File: config.mk
export PLATFORM = sky130hd
export DESIGN_NAME = vga_sync_gen_flat
export DESIGN_NICKNAME = d
export VERILOG_FILES = /design/src/rtl/vga_sync_gen_if.sv /design/src/rtl/vga_sync_gen.sv /design/src/flat_wrapper.sv
export SDC_FILE = /design/constraint.sdc
export NUM_CORES = 1
export LEC_CHECK = 0
export CAP_MARGIN = 20
export CORE_MARGIN = 2
export CORE_UTILIZATION = 51
export CTS_CLUSTER_DIAMETER = 50
export DETAILED_ROUTE_END_ITERATION = 7
export MAX_ROUTING_LAYER = met4
export PLACE_DENSITY = 0.83
export SETUP_SLACK_MARGIN = 0.4
export SKIP_CTS_REPAIR_TIMING = 1
export SYNTH_ARGS = -nofsm -noshare
export SYNTH_HDL_FRONTEND = slang
export SYNTH_SLANG_ARGS = --single-unit
File: constraint.sdc
create_clock -name clk -period 3.2 [get_ports clk]
set_input_delay 0.48 -clock clk [delete_from_list [all_inputs] [get_ports clk]]
set_output_delay 0.48 -clock clk [all_outputs]
set_load 0.05 [all_outputs]
File: src/rtl/vga_sync_gen_if.sv
// Scan interface: pixel enable, coordinates and sync qualifiers from the
// timing generator to the renderer and the connector.
interface vga_sync_gen_if;
   logic       p_tick;
   logic [9:0] x;
   logic [9:0] y;
   logic       video_on;
   logic       hsync;
   logic       vsync;
   logic       frame_tick;

   modport master (
      output p_tick, x, y, video_on, hsync, vsync, frame_tick
   );

   modport slave (
      input p_tick, x, y, video_on, hsync, vsync, frame_tick
   );
endinterface

File: src/rtl/vga_sync_gen.sv
// VGA timing generator: pixel-rate divider, x/y scan counters and registered
// sync/blanking qualifiers aligned with the counters they describe.
module vga_sync_gen #(
   parameter int unsigned PIX_DIV   = 4,
   parameter int unsigned H_DISPLAY = 640,
   parameter int unsigned H_FRONT   = 16,
   parameter int unsigned H_SYNC    = 96,
   parameter int unsigned H_BACK    = 48,
   parameter int unsigned V_DISPLAY = 480,
   parameter int unsigned V_FRONT   = 10,
   parameter int unsigned V_SYNC    = 2,
   parameter int unsigned V_BACK    = 33
) (
   input  logic           clk,
   input  logic           reset,
   vga_sync_gen_if.master scan
);

   localparam int unsigned H_TOTAL = H_DISPLAY + H_FRONT + H_SYNC + H_BACK;
   localparam int unsigned V_TOTAL = V_DISPLAY + V_FRONT + V_SYNC + V_BACK;
   localparam int unsigned DIV_W   = (PIX_DIV > 1) ? $clog2(PIX_DIV) : 1;

   localparam logic [DIV_W-1:0] DIV_MAX = DIV_W'(PIX_DIV - 1);
   localparam logic [9:0] H_MAX    = 10'(H_TOTAL - 1);
   localparam logic [9:0] V_MAX    = 10'(V_TOTAL - 1);
   localparam logic [9:0] H_VIS    = 10'(H_DISPLAY);
   localparam logic [9:0] V_VIS    = 10'(V_DISPLAY);
   localparam logic [9:0] HS_FIRST = 10'(H_DISPLAY + H_FRONT);
   localparam logic [9:0] HS_LAST  = 10'(H_DISPLAY + H_FRONT + H_SYNC - 1);
   localparam logic [9:0] VS_FIRST = 10'(V_DISPLAY + V_FRONT);
   localparam logic [9:0] VS_LAST  = 10'(V_DISPLAY + V_FRONT + V_SYNC - 1);

   logic [DIV_W-1:0] div_cnt;
   logic             p_tick;
   logic [9:0]       x_q, y_q;
   logic [9:0]       x_nxt, y_nxt;
   logic             hsync_q, vsync_q, video_on_q, frame_tick_q;

   // With PIX_DIV == 1 the divider is stuck at 0 == DIV_MAX, so p_tick is constant 1.
   assign p_tick = (div_cnt == DIV_MAX);

   always_comb begin
      x_nxt = x_q;
      y_nxt = y_q;
      if (p_tick) begin
         if (x_q == H_MAX) begin
            x_nxt = '0;
            y_nxt = (y_q == V_MAX) ? '0 : y_q + 10'd1;
         end else begin
            x_nxt = x_q + 10'd1;
         end
      end
   end

   // Qualifiers are computed from the next-state counters so they change on
   // the same edge as x/y instead of one pixel later.
   always_ff @(posedge clk or negedge reset) begin
      if (!reset) begin
         div_cnt      <= '0;
         x_q          <= '0;
         y_q          <= '0;
         hsync_q      <= 1'b1;
         vsync_q      <= 1'b1;
         video_on_q   <= 1'b1;
         frame_tick_q <= 1'b0;
      end else begin
         div_cnt      <= p_tick ? '0 : div_cnt + 1'b1;
         x_q          <= x_nxt;
         y_q          <= y_nxt;
         hsync_q      <= !((x_nxt >= HS_FIRST) && (x_nxt <= HS_LAST));
         vsync_q      <= !((y_nxt >= VS_FIRST) && (y_nxt <= VS_LAST));
         video_on_q   <= (x_nxt < H_VIS) && (y_nxt < V_VIS);
         frame_tick_q <= p_tick && (x_q == H_MAX) && (y_q == V_MAX);
      end
   end

   assign scan.p_tick     = p_tick;
   assign scan.x          = x_q;
   assign scan.y          = y_q;
   assign scan.video_on   = video_on_q;
   assign scan.hsync      = hsync_q;
   assign scan.vsync      = vsync_q;
   assign scan.frame_tick = frame_tick_q;

endmodule

File: src/flat_wrapper.sv
// flat-port wrapper written by rule: the top's interface ports become plain ports
module vga_sync_gen_flat 
#(
   parameter int unsigned PIX_DIV   = 4,
   parameter int unsigned H_DISPLAY = 640,
   parameter int unsigned H_FRONT   = 16,
   parameter int unsigned H_SYNC    = 96,
   parameter int unsigned H_BACK    = 48,
   parameter int unsigned V_DISPLAY = 480,
   parameter int unsigned V_FRONT   = 10,
   parameter int unsigned V_SYNC    = 2,
   parameter int unsigned V_BACK    = 33
)
  (clk, reset, scan_p_tick, scan_x, scan_y, scan_video_on, scan_hsync, scan_vsync, scan_frame_tick);
  vga_sync_gen_if scan_i ();
  input  logic clk;
  input  logic reset;
  output wire logic [$bits(scan_i.p_tick)-1:0] scan_p_tick;
  output wire logic [$bits(scan_i.x)-1:0] scan_x;
  output wire logic [$bits(scan_i.y)-1:0] scan_y;
  output wire logic [$bits(scan_i.video_on)-1:0] scan_video_on;
  output wire logic [$bits(scan_i.hsync)-1:0] scan_hsync;
  output wire logic [$bits(scan_i.vsync)-1:0] scan_vsync;
  output wire logic [$bits(scan_i.frame_tick)-1:0] scan_frame_tick;
  assign scan_p_tick = scan_i.p_tick;
  assign scan_x = scan_i.x;
  assign scan_y = scan_i.y;
  assign scan_video_on = scan_i.video_on;
  assign scan_hsync = scan_i.hsync;
  assign scan_vsync = scan_i.vsync;
  assign scan_frame_tick = scan_i.frame_tick;
  vga_sync_gen #(.PIX_DIV(PIX_DIV), .H_DISPLAY(H_DISPLAY), .H_FRONT(H_FRONT), .H_SYNC(H_SYNC), .H_BACK(H_BACK), .V_DISPLAY(V_DISPLAY), .V_FRONT(V_FRONT), .V_SYNC(V_SYNC), .V_BACK(V_BACK)) u_core (.clk(clk), .reset(reset), .scan(scan_i));
endmodule
After elaboration in Yosys (flattened, before gate mapping)
Cells that the tools add are included.

Logic and storage cells: 32. Register bits: 26.

Add/subtract/negate cells: 3. Reduce and logical (&&, ||, !) cells: 7. Order comparisons: 6. Multiplexer cells: 6. Equal/unequal tests: 3.

Operator list (count): 2-to-1 mux 10 bit (5); adder 10 x 1 -> 10 bit (second input constant) (2); == test 10 bit (second input constant) (2); greater-or-equal comparator 10 bit (second input constant) (1); greater-or-equal comparator 10 x 9 -> 1 bit (second input constant) (1); less-or-equal comparator 10 bit (second input constant) (1); less-or-equal comparator 10 x 9 -> 1 bit (second input constant) (1); less-than comparator 10 bit (second input constant) (1); less-than comparator 10 x 9 -> 1 bit (second input constant) (1); logical AND 1 bit (5); adder 2 x 1 -> 2 bit (second input constant) (1); == test 2 bit (second input constant) (1); zero test 1 bit (2); 2-to-1 mux 2 bit (1).

Longest topological paths before layout
Gate-level depths: netlist of run 1.

Depth after elaboration: 7. Gate-level depth with buffers: 8. Gate-level depth less buffers: 7.

Worst setup path before layout of run 1
OpenSTA, ideal clock, no wires.

Kind: register -> register. Start: register u_core.div_cnt[0]. End: register u_core.vsync_q, in the netlist u_core.scan.vsync. Path slack: 415 ps. Arrival time: 2691 ps. Cell stages (with the launch flop): 9. Setup time: 95 ps. Cells stage by stage: dfrtp_1 > ha_1 > clkbuf_8 > nand4_2 > or3_1 > clkbuf_2 > or4_4 > a211oi_2 > nand4_1.

Longest elaborated chain between the ends: 5. Elaborated cells on any way between the ends: 6. Those cells by class: order compare (2); eq/ne (1); mux (1); reduce/logical (2).

Ends and longest elaborated chain: start: declaration (line vga_sync_gen.sv:33) `logic [DIV_W-1:0] div_cnt;`; start signal: assignment (line vga_sync_gen.sv:67) `div_cnt <= p_tick ? '0 : div_cnt + 1'b1;`; == test 2 bit * (line vga_sync_gen.sv:40) `assign p_tick = (div_cnt == DIV_MAX);`; net scan_p_tick (line flat_wrapper.sv:18) `output wire logic [$bits(scan_i.p_tick)-1:0] scan_p_tick;`; 2-to-1 mux 10 bit * (line vga_sync_gen.sv:45) `if (p_tick) begin`; greater-or-equal comparator 10 x 9 -> 1 bit or less-or-equal comparator 10 x 9 -> 1 bit (tied branches) (line vga_sync_gen.sv:71) `vsync_q <= !((y_nxt >= VS_FIRST) && (y_nxt <= VS_LAST));`; logical AND 1 bit * (line vga_sync_gen.sv:71); zero test 1 bit * (line vga_sync_gen.sv:71); end signal: assignment (line vga_sync_gen.sv:71); end: declaration (line vga_sync_gen.sv:37) `logic hsync_q, vsync_q, video_on_q, frame_tick_q;`.

Mark *: on every way through the listed nets, which the timed path passes. The rest lies on a longest branch.

Worst setup path after layout of run 1
Start: register u_core.div_cnt[0]. End: register u_core.vsync_q, in the netlist u_core.scan.vsync.

Longest elaborated chain between the ends: 5. Elaborated cells on any way between the ends: 6. Those cells by class: order compare (2); eq/ne (1); mux (1); reduce/logical (2).

Ends and longest elaborated chain (line): == test 2 bit * (vga_sync_gen.sv:40); 2-to-1 mux 10 bit * (vga_sync_gen.sv:45); greater-or-equal comparator 10 x 9 -> 1 bit or less-or-equal comparator 10 x 9 -> 1 bit (tied branches) (vga_sync_gen.sv:71); logical AND 1 bit * (vga_sync_gen.sv:71); zero test 1 bit * (vga_sync_gen.sv:71).

Every way passes the cells marked *; elsewhere a longest branch is shown, timed or not.

==> results of run 1 <==
==> power groups by stage <==
stage / Combinational (mW) / Clock (mW) / Sequential, mW
finish: 0.00794 / 0.162 / 0.329
global route: 0.00945 / 0.185 / 0.329
CTS: 0.00862 / 0.172 / 0.329
detailed placement: 0.00857 / 0 / 0.335
global placement: 0.00825 / 0 / 0.335
floorplan: 0.000000313 / 0 / 0.335
==> per-layer routing <==
| layer | vias to the layer above | track usage [%] | part of all wire (%) |
|---|---|---|---|
| li1 | 588 | - | - |
| met1 | 584 | 25.8 | 45 |
| met2 | 32 | 35.1 | 50 |
| met3 | 5 | 2.72 | 3.1 |
| met4 | 0 | 6.98 | 1.3 |
| met5 | - | - | 0 |
==> metrics by stage <==
step | power, mW | instance area [um2] | setup WS [ns] | hold slack [ns] | util (%)
finish | 0.499 | 1740 | 0.619 | 0.443 | 63.8
global route | 0.523 | 1740 | 0.457 | 0.461 | 63.8
CTS | 0.509 | 1740 | 0.612 | 0.442 | 63.8
detailed placement | 0.343 | 1710 | 0.643 | 0.422 | 62.4
global placement | 0.343 | 1710 | 0.760 | 0.412 | 62.4
floorplan | 0.335 | 1460 | 0.415 | 0.184 | -
==> layout make-up <==
cell class,instances,area [um2],area share [%]
repair buffers,28,275,15.8
multi-input cells,107,716,41.1
well taps,31,38.8,2.23
flip-flops and latches,26,654,37.5
clock buffers,4,36.3,2.08
inverters,6,22.5,1.29
==> worst register-to-register path, stage by stage, from the launching register on <==
cell and delay (ns):
dfrtp_1 0.38, ha_1 0.34, nand4_2 0.28, or3_1 0.56, or4_4 0.56, a211oi_2 0.27, nand4_1 0.12
==> worst paths after layout <==
kind                                        startpoint                          end  slack [ns]
max                        u_core.div_cnt[0]$_DFF_PN0_  u_core.scan.vsync$_DFF_PN1_        0.62
min                        u_core.div_cnt[0]$_DFF_PN0_  u_core.div_cnt[0]$_DFF_PN0_        0.44
max reg2reg                u_core.div_cnt[0]$_DFF_PN0_  u_core.scan.vsync$_DFF_PN1_        0.62
min reg2reg                u_core.div_cnt[0]$_DFF_PN0_  u_core.div_cnt[0]$_DFF_PN0_        0.44
max in group asynchronous                        reset  u_core.scan.hsync$_DFF_PN1_        2.40
min in group asynchronous                        reset   u_core.scan.y[3]$_DFF_PN0_        0.51
==> kinds of logic (layout without fill, tap and decap cells) <==
kind of cell / count (synthesis) / after routing / share of synthesized area, %
xor gates and xnor gates: 11 / 11 / 6.62
AOI/OAI and AO/OA: 26 / 26 / 12.3
and+or+nand+nor: 64 / 64 / 25.4
adders and majority gates: 4 / 4 / 3.44
DFF: 26 / 26 / 45.0
buffers and inverters: 16 / 38 / 5.85
muxes: 2 / 2 / 1.46
==> state kept, by name, indices dropped and copies added (netlist names) <==
name and count:
u_core.scan.x 10, u_core.scan.y 10, u_core.scan.video_on 1, u_core.div_cnt 2, u_core.scan.vsync 1, u_core.scan.frame_tick 1, u_core.scan.hsync 1
==> placed cells by master (no fill, tap or decap), types with 3 or more instances in the layout <==
| master | Yosys | layout |
|---|---|---|
| nand2_1 | 13 | 13 |
| a211oi_1 | 3 | 3 |
| ha_1 | 4 | 4 |
| o21ai_0 | 8 | 8 |
| nand3_1 | 9 | 9 |
| nor2_1 | 11 | 11 |
| xnor2_1 | 8 | 8 |
| clkbuf_4 | 0 | 3 |
| nand4_1 | 3 | 3 |
| and4_1 | 4 | 4 |
| a31oi_1 | 3 | 3 |
| dfstp_2 | 3 | 3 |
| clkdlybuf4s50_1 | 0 | 26 |
| inv_1 | 6 | 6 |
| dfrtp_1 | 23 | 23 |
| xor2_1 | 3 | 3 |
==> impl_metrics.json, run 1 <==
{
  "ioPinCount": 27,
  "async_flop_share_pct": 100,
  "tightest_slew_ns": 0.690,
  "die-area_um2": 3300,
  "routed_wire_length_per_instance_um": 14.9,
  "holdPathStages": 1,
  "start_util_pct": 53.2,
  "path_cells": "ha_1, nand4_2, or3_1, or4_4, a211oi_2, nand4_1",
  "setup_tns_ns": 0,
  "grt_overflow_total": 0,
  "synthTopCellsByCount": "dfrtp_1, nand2_1, nor2_1",
  "drc_errors": 0,
  "path_buf_inv": 0,
  "antenna_found_initial": 0,
  "worstPathMaxFanout": 9,
  "ys_seq_area_share_pct": 45.0,
  "grt.total_usage_pct": 20.9,
  "htreeDepth": 1,
  "instances_no_fill": 202,
  "core_um2": 2730,
  "path_delay_family": "simple AND/OR/NAND/NOR gates",
  "vias": 1209,
  "grt_pass1_wl_mm": 5.20,
  "setup_violations": 0,
  "drive_above_1_share_pct": 9.36,
  "yosys_warnings": 0,
  "io_buffer_count": 26,
  "p_seq_share_pct": 65.9,
  "crit_arrival_ns": 2.83,
  "drt-total-wl_mm": 3.02,
  "syn_inst": 149,
  "rr_worst_depth": 6,
  "cp-end-kind": "register",
  "drt-initial-drc-count": 23,
  "critPathRequiredTime_ns": 3.44,
  "intPower_uw": 400,
  "cts_root_buf": "clkbuf_4",
  "grt_max_degree": 27,
  "combPwrFrac_pct": 1.6,
  "fmax_mhz": 387,
  "ys.flop_type": "dfrtp_1",
  "criticalPathCategory": "reg -> reg",
  "dp.final_hpwl_mm": 2.27,
  "synth_most_common_cell": "dfrtp_1",
  "switchingPower_uw": 98.6,
  "p_leak_nw": 0.744,
  "cap_violations": 0,
  "clock_latency_ns": 0.32,
  "min_path_type": "reg -> reg",
  "path_clk_slew_ns": 0.13,
  "synth_seq_cells": 26,
  "area_growth_pct": 19.8,
  "rsz0062_at_grt": "no",
  "num-fill-cells": 233,
  "slew_viol_final": 0,
  "cts_tree": "done",
  "fin_nets": 178,
  "die_w_um": 57.4,
  "dp_cells": 198,
  "min_period_ns": 2.58,
  "slowest_delay_ns": 0.56,
  "syn-cell-area_um2": 1460,
  "maxSlewHeadroom_pct": 53.3,
  "insertedDiodeCount": 0,
  "yosysTopAreaCell": "dfrtp_1",
  "fin_crit_sh_pct": 80.7,
  "detail-route-antenna-nets": 0,
  "p_per_area_nw_per_um2": 286,
  "switching_share_pct": 19.8,
  "ir_worst_vdd_uv": 233,
  "rows": 19,
  "start_kind": "register",
  "viasPerCell": 5.99,
  "numCtsBuffers": 3,
  "dr.pass1.iters": 4,
  "cp_num_cells": 6,
  "syn_avg_cell_area_um2": 9.77,
  "synthTopCellsByArea": "dfrtp_1, dfstp_2, xnor2_1",
  "clock_path_buffers": 2,
  "place_congestion": 0.836,
  "ys_types": 51,
  "hold_viol": 0,
  "cts_sinks": 26,
  "yosys.area.top_type_share_pct": 39.6,
  "slowest_stage": "or3_1",
  "synth_nets": 155,
  "floorplan.die.height_um": 57.4,
  "fin_skew_ns": 0.00226,
  "grt_pass1_vias": 1144,
  "status": "finished, final reports clean",
  "pwr-share-clk_pct": 32.5,
  "synth_edf_count": 0
}
Power figures use the tool's default switching activity.
==> run 2: changes to the inputs <==
==> constraint.sdc (replaced) <==
create_clock -name clk -period 2.6 [get_ports clk]
set_input_delay 0.39 -clock clk [delete_from_list [all_inputs] [get_ports clk]]
set_output_delay 0.39 -clock clk [all_outputs]
set_load 0.05 [all_outputs]
==> run 2 against run 1 <==
Effect of this change: global-route usage is 0.55 points higher; count of clock-buffer cells in the layout unchanged; cell count is 6.4% higher; sequential power rose by 23%; combinational power rose by 24%; highest routed layer unchanged; largest cell class unchanged; design area rose by 7.3%.
==> impl_metrics.json, run 2 (synthesis results as in run 1) <==
{
  "status": "finished, final reports clean",
  "dr.pass1.iters": 4,
  "antenna_found_initial": 0,
  "cts_tree": "done",
  "finalPower_uw": 597,
  "area_growth_pct": 28.5,
  "ir_worst_vdd_uv": 288,
  "clock_path_buffers": 2,
  "slowest_stage": "or4_4",
  "io_buffer_count": 26,
  "worst_slack_ns": 0.420,
  "cts_root_buf": "clkbuf_4",
  "rsz0062_at_grt": "yes",
  "p_per_area_nw_per_um2": 319,
  "core_um2": 2730,
  "critPathRequiredTime_ns": 2.84,
  "fmax_mhz": 459,
  "worstPathMaxFanout": 6,
  "hold_viol": 0,
  "drc_errors": 0,
  "p_leak_nw": 0.804,
  "rr_worst_depth": 5,
  "switching_share_pct": 21.7,
  "criticalPathCategory": "reg -> reg",
  "numCtsBuffers": 3,
  "path_cells": "or3b_4, or3_4, or4_4, a211oi_2, nand4_1",
  "grt_max_degree": 27,
  "min_period_ns": 2.18,
  "crit_start": "u_core.scan.x[6]$_DFF_PN0_",
  "slew_viol_final": 0,
  "detail-route-antenna-nets": 0,
  "grt_overflow_total": 0,
  "final_common_cell": "clkdlybuf4s50_1",
  "vias": 1254,
  "setup_violations": 0,
  "grt_pass1_wl_mm": 5.35,
  "grt_pass1_vias": 1157,
  "cap_violations": 0,
  "slowest_delay_ns": 0.50,
  "cts_sinks": 26,
  "insertedDiodeCount": 0,
  "die-area_um2": 3300,
  "combPwrFrac_pct": 1.7,
  "dp.final_hpwl_mm": 2.34,
  "path_buf_inv": 0,
  "min_path_type": "in -> async",
  "switchingPower_uw": 130,
  "maxSlewHeadroom_pct": 53.3,
  "reg2reg_from": "u_core.scan.x[6]$_DFF_PN0_",
  "htreeDepth": 1,
  "floorplan.die.height_um": 57.4,
  "die_w_um": 57.4,
  "pwr-share-clk_pct": 30.5,
  "dp_slack_ns": 0.281,
  "setup_tns_ns": 0,
  "grt.total_usage_pct": 21.4,
  "fin_crit_sh_pct": 83.8,
  "clock_latency_ns": 0.33,
  "start_util_pct": 53.2,
  "crit_arrival_ns": 2.42,
  "drt-initial-drc-count": 25,
  "drive_above_1_share_pct": 21.2,
  "most-common-layout-cells": "clkdlybuf4s50_1, dfrtp_1, buf_4, nand2_1, nor2_1",
  "regToRegEndpoint": "u_core.scan.vsync$_DFF_PN1_",
  "start_kind": "register",
  "path_clk_slew_ns": 0.15,
  "p_seq_share_pct": 67.8,
  "intPower_uw": 467,
  "path_delay_family": "simple AND/OR/NAND/NOR gates",
  "r2r_setup_slack_ns": 0.42,
  "tightest_slew_ns": 0.691,
  "drt-total-wl_mm": 3.29,
  "viasPerCell": 5.83,
  "rows": 19,
  "cp-end-kind": "register",
  "place_congestion": 0.851,
  "routed_wire_length_per_instance_um": 15.3,
  "fin_skew_ns": 0.0215,
  "fin_nets": 191,
  "ioPinCount": 27
}
==> run 2: metrics by stage <==
stage	instance area, um2	std cells	utilization (%)	hold slack (ns)
floorplan	1490	149	-	0.0944
global placement	1740	200	63.7	0.470
detailed placement	1740	200	63.7	0.475
CTS	1770	204	64.7	0.416
global route	1870	215	68.4	0.413
finish	1870	215	68.4	0.402
==> run 2: power by group through the flow <==
| stage | registers [mW] | logic, mW | clock network (mW) |
|---|---|---|---|
| 3_3_place_gp | 0.412 | 0.0103 | 0 |
| 2_1_floorplan | 0.412 | 0.000000319 | 0 |
| 5_1_grt | 0.405 | 0.0117 | 0.202 |
| 4_1_cts | 0.405 | 0.0106 | 0.185 |
| 3_5_place_dp | 0.412 | 0.0106 | 0 |
| 6_report | 0.405 | 0.00988 | 0.182 |
==> run 2: routing by layer <==
layer | vias up | GRT usage [%] | part of all wire (%)
met2 | 28 | 34.3 | 50
met1 | 606 | 28.3 | 46
li1 | 614 | - | -
met5 | - | - | 0
met4 | 0 | 6.98 | 1.6
met3 | 6 | 2.72 | 2.5
==> run 2: worst register-to-register path, cell delays in order (launching register included) <==
cell      delay, ns
dfrtp_2        0.45
or3b_4         0.44
or3_4          0.37
or4_4          0.50
a211oi_2       0.22
nand4_1        0.12
==> run 2: layout make-up <==
type                            instances  area (um2)
Timing Repair Buffer                   41         373
Multi-Input combinational cell        107         747
Inverter                                6        22.5
Sequential cell                        26         662
Clock buffer                            4        26.3
Tap cell                               31        38.8
Fill cell                             216         865
==> run 2: worst max path at each step <==
stage | slack [ns] | depth (start not counted) | to
3_5_place_dp | 0.28 | 5 | u_core.scan.vsync$_DFF_PN1_
3_3_place_gp | 0.32 | 5 | u_core.scan.vsync$_DFF_PN1_
2_1_floorplan | 0.11 | 8 | u_core.scan.vsync$_DFF_PN1_
5_1_grt | 0.36 | 5 | u_core.scan.vsync$_DFF_PN1_
4_1_cts | 0.26 | 5 | u_core.scan.vsync$_DFF_PN1_
6_report | 0.42 | 5 | u_core.scan.vsync$_DFF_PN1_
